[src/rtl/pixel_byte_packer.sv]
// Packs strobed input bytes into BYTES_PER_PX-byte pixels and buffers them in a show-ahead FIFO.
// Optional: define PX_PACKER_MSB_FIRST_EN to place the first byte of each pixel in the MSB slot.
module pixel_byte_packer #(
    parameter int BYTES_PER_PX = 3,
    parameter int FIFO_DEPTH   = 4
) (
    input  logic                              clk_i,
    input  logic                              reset_i,
    input  logic [7:0]                        byte_i,
    input  logic                              byte_valid_i,
    input  logic                              frame_start_i,
    output logic [8*BYTES_PER_PX-1:0]         px_o,
    output logic                              px_valid_o,
    input  logic                              px_ready_i,
    output logic                              fifo_full_o,
    output logic [$clog2(FIFO_DEPTH):0]       level_o,
    output logic                              overflow_o
);
    localparam int PW   = 8 * BYTES_PER_PX;
    localparam int PH_W = $clog2(BYTES_PER_PX);
    localparam int AW   = $clog2(FIFO_DEPTH);
    localparam int LW   = AW + 1;
    localparam logic [PH_W-1:0] PH_LAST  = PH_W'(BYTES_PER_PX - 1);
    localparam logic [LW-1:0]   LVL_FULL = LW'(FIFO_DEPTH);

    logic [PH_W-1:0] r_ph;
    logic [PW-1:0]   r_asm;
    logic            r_ovf;
    logic [PW-1:0]   r_mem [FIFO_DEPTH];
    logic [AW-1:0]   r_wptr;
    logic [AW-1:0]   r_rptr;
    logic [LW-1:0]   r_level;

    logic [PH_W-1:0] w_slot_cur;
    logic [PH_W-1:0] w_slot0;
    logic [PW-1:0]   w_px;
    logic [PW-1:0]   w_asm_fs;
    logic            w_full;
    logic            w_last;
    logic            w_pop;
    logic            w_push;
    logic            w_drop;

`ifdef PX_PACKER_MSB_FIRST_EN
    assign w_slot_cur = PH_LAST - r_ph;
    assign w_slot0    = PH_LAST;
`else
    assign w_slot_cur = r_ph;
    assign w_slot0    = '0;
`endif

    // Pixel as it would look with the current byte merged into its slot.
    always_comb begin
        w_px = r_asm;
        w_px[8*w_slot_cur +: 8] = byte_i;
    end

    // Frame start restarts assembly; a same-cycle byte becomes phase 0.
    always_comb begin
        w_asm_fs = '0;
        if (byte_valid_i)
            w_asm_fs[8*w_slot0 +: 8] = byte_i;
    end

    assign w_full = (r_level == LVL_FULL);
    assign w_last = byte_valid_i && !frame_start_i && (r_ph == PH_LAST);
    assign w_pop  = (r_level != '0) && px_ready_i;
    assign w_push = w_last && (!w_full || w_pop);
    assign w_drop = w_last && !w_push;

    always_ff @(posedge clk_i or posedge reset_i) begin
        if (reset_i) begin
            r_ph  <= '0;
            r_asm <= '0;
            r_ovf <= 1'b0;
        end else begin
            if (frame_start_i) begin
                r_ph  <= byte_valid_i ? PH_W'(1) : '0;
                r_asm <= w_asm_fs;
            end else if (byte_valid_i) begin
                if (r_ph == PH_LAST) begin
                    r_ph  <= '0;
                    r_asm <= '0;
                end else begin
                    r_ph  <= r_ph + PH_W'(1);
                    r_asm <= w_px;
                end
            end
            if (frame_start_i)
                r_ovf <= 1'b0;
            else if (w_drop)
                r_ovf <= 1'b1;
        end
    end

    always_ff @(posedge clk_i or posedge reset_i) begin
        if (reset_i) begin
            for (int i = 0; i < FIFO_DEPTH; i++)
                r_mem[i] <= '0;
            r_wptr  <= '0;
            r_rptr  <= '0;
            r_level <= '0;
        end else begin
            if (w_push) begin
                r_mem[r_wptr] <= w_px;
                r_wptr        <= r_wptr + AW'(1);
            end
            if (w_pop)
                r_rptr <= r_rptr + AW'(1);
            case ({w_push, w_pop})
                2'b10:   r_level <= r_level + LW'(1);
                2'b01:   r_level <= r_level - LW'(1);
                default: r_level <= r_level;
            endcase
        end
    end

    assign px_o        = r_mem[r_rptr];
    assign px_valid_o  = (r_level != '0);
    assign fifo_full_o = w_full;
    assign level_o     = r_level;
    assign overflow_o  = r_ovf;
endmodule
[config.mk]
export PLATFORM = sky130hd
export DESIGN_NAME = pixel_byte_packer
export DESIGN_NICKNAME = d
export VERILOG_FILES = /design/src/rtl/pixel_byte_packer.sv
export SDC_FILE = /design/constraint.sdc
export NUM_CORES = 1
export LEC_CHECK = 0
export CAP_MARGIN = 20
export CORE_MARGIN = 3
export CORE_UTILIZATION = 25
export DETAILED_ROUTE_END_ITERATION = 8
export PLACE_DENSITY_LB_ADDON = 0.08
export SETUP_SLACK_MARGIN = 0.15
export SYNTH_ARGS = -nofsm -noshare
export SYNTH_HDL_FRONTEND = slang
export SYNTH_SLANG_ARGS = --single-unit
[constraint.sdc]
create_clock -name clk_i -period 5 [get_ports clk_i]
set_clock_uncertainty 0.15 [all_clocks]
set_input_delay 0.5 -clock clk_i [delete_from_list [all_inputs] [get_ports clk_i]]
set_output_delay 0.5 -clock clk_i [all_outputs]
set_load 0.005 [all_outputs]
==> results.ini <==
[status]
status = finished, final reports clean

[yosys]
ys_warn_count = 0
yosys.area_share.simple_pct = 5.94
synthTopCellsByCount = dfrtp_1, mux2_4, inv_1, nand2_1
synth_xor_area_share_pct = 0.818
yosys_most_used_dff = dfrtp_1
syn-num-nets = 461
synthCells = 438
synth_compound_area_share_pct = 5.57
synthTopCellsByArea = dfrtp_1, mux2_4, mux4_2, mux2_2, o22ai_1
synth_cell_type_count = 37
avgSynthCellArea_um2 = 14.7
synth.most_common_cell = dfrtp_1
synth_edf_count = 0
synth-seq-area-share_pct = 50.7
ys_ff_latch = 130
async_flop_share_pct = 100
synth_top_family_by_area = multiplexers
syn-cell-area_um2 = 6420
synth_mux_area_share_pct = 30.4
synth_fa_ha_area_share_pct = 2.07
synth_top_area_share_pct = 50.7
synth_area_leader_cell = dfrtp_1

[floorplanning]
die_h_um = 166
rows = 58
die_x_um = 166
die_area_um2 = 27600
initial_core_util_pct = 25.5
core_area_um2 = 25200
ios = 43

[sta]
grt_setup_unrepaired = false
fmax_ghz = 0.306
final.setup.tns_ns = 0
tightest_slew_ns = 0.992
fin_crit_sh_pct = 65.3
period_minus_slack_ns = 3.27
setup_viol = 0
hold_viol = 0
final_max_slew_viol_count = 0
relSlewSlack_pct = 33.6

[routing]
firstDrtPassIters = 4
vias_per_cell = 4.45
vias = 3669
wire_per_inst_um = 18.7
drt_iter0_markers = 162
routed_wl_um = 15500
route.detailed.drc = 0
antenna_left = 0

[setup_path]
critical_path_class = reg2reg
critPathMostFrequentCell = inv_1
cp_top_family = adder cells
reg2regPathDepth = 11
rr_startpoint = r_ph[0]
cp_slowest_cell = ha_1
cp_num_cells = 11
cp.required_ns = 5.14
endpoint = level_o[2]
cp_max_fo = 23
path_cells = inv_1 -> ha_1 -> nand2_2 -> nor3_1 -> inv_1 -> ha_1 -> inv_1 -> fa_1 -> xor2_1 -> nor2_1 -> xor2_1
slowest_delay_ns = 0.75
worstSetupStartpointType = flop
regToRegEndpoint = level_o[2]
critPathLaunch = r_ph[0]
cp-end-kind = flop
crit_arrival_ns = 3.41
critical_path_buf_inv_count = 3
r2r_slack_ns = 1.73

[finish]
n_antenna_cell = 0
syn2layout_area_growth_pct = 21.7
layout.nets = 505
drive_gt1_share_pct = 35.6
final_cell_area_um2 = 7820
fin_cells = 825

[cts]
h-tree-depth = 4
clkTransAtPathRegs_ns = 0.06
hold_buffers = 0
cts_tree = done
clk_latency_ns = 0.41
cts.root.buffer_cell = clkbuf_16
numCtsBuffers = 17
ctsResizeCount = 0
clockBufferDepth = 2
cts_sinks = 130
post-cts-setup-buffers = 0

[grt]
antenna_found_initial = 0
grt_pass1_vias = 3991
grt_pass1_wl_um = 25100
grt-ovfl-total = 0
grt_max_degree = 68
grt_use_total_pct = 11.8

[power]
p_leak_nw = 3.41
p_per_area_nw_per_um2 = 400
vdd.ir_drop.worst_v = 0.000216

[min_path]
hold_path_class = reg2reg
whs_path_depth = 1

[place]
post-dp-hpwl_um = 9590
place_area_um2 = 7160
placed_cells = 792
io_buffers = 42
place_congestion = 0.699

[flow_run]
max_cap_viol_count = 0

==> worst min-delay path by stage <==
stage / start / end / slack [ns]
final: r_asm[21] / r_asm[21] / 0.33
after global routing: r_asm[17] / r_asm[17] / 0.35
after CTS: r_asm[21] / r_asm[21] / 0.34
after detailed placement: r_asm[22] / r_asm[22] / 0.32
after global placement: r_asm[20] / r_asm[20] / 0.32
after floorplan: r_asm[16] / r_asm[16] / 0.30
==> layout by cell type, fill, tap and decap left out, drive strengths merged, types with 2 or more instances in the layout <==
cell type,count
a32oi,8
mux2,97
mux2i,2
clkinvlp,4
nand2,28
nor4b,5
clkbuf,20
o21ai,2
nor2,12
xor2,3
clkinv,2
o22ai,24
bufinv,4
a22o,8
or3b,2
inv,35
dfrtp,130
xnor2,3
buf,10
mux4,24
ha,9
o31ai,2
and2,8
clkdlybuf4s50,42
==> per-stage QoR <==
step	power [mW]	setup WS (ns)	util [%]	hold slack (ns)
after floorplan	1.59	0.881	-	0.304
after global placement	1.79	1.80	28.4	0.319
after detailed placement	1.79	1.74	28.4	0.321
after CTS	3.18	1.64	31.0	0.338
after global routing	3.29	1.46	31.0	0.351
final	3.13	1.73	31.0	0.331
==> where the power goes <==
part / internal (mW) / switching, mW
Combinational: 0.288 / 0.221
Sequential: 1.12 / 0.147
Clock: 0.863 / 0.488
==> layout make-up <==
| class | instances | area (µm²) |
|---|---|---|
| clock inverter | 12 | 178 |
| fill | 2483 | 17400 |
| timing repair buffer | 52 | 508 |
| inverter | 33 | 126 |
| tap | 330 | 413 |
| clock buffer | 20 | 457 |
| multi-input combinational | 248 | 2880 |
| sequential | 130 | 3260 |
==> flip-flops by register name, summed over array words and instances (netlist names) <==
| register | count |
|---|---|
| r_rptr | 2 |
| overflow_o | 1 |
| level_o | 3 |
| r_wptr | 2 |
| r_asm | 24 |
| r_mem | 96 |
| r_ph | 2 |
==> cells by family after synthesis <==
logic type | after synthesis
multiplexers | 123
adder cells (fa/ha/maj) | 10
flip-flops | 130
AO/OA/AOI/OAI | 48
AND/OR/NAND/NOR | 61
buffers and inverters | 60
XOR/XNOR | 6
==> routing by layer <==
layer  vias up  GRT usage (%)  routed length, µm
li1       1666              -                  -
met1      1942           16.8               7820
met2        52           17.8               7000
met3         9           2.90                470
met4         0           3.34                170
met5         -              0                  0
Note: power is estimated with default switching activity, not from simulation.
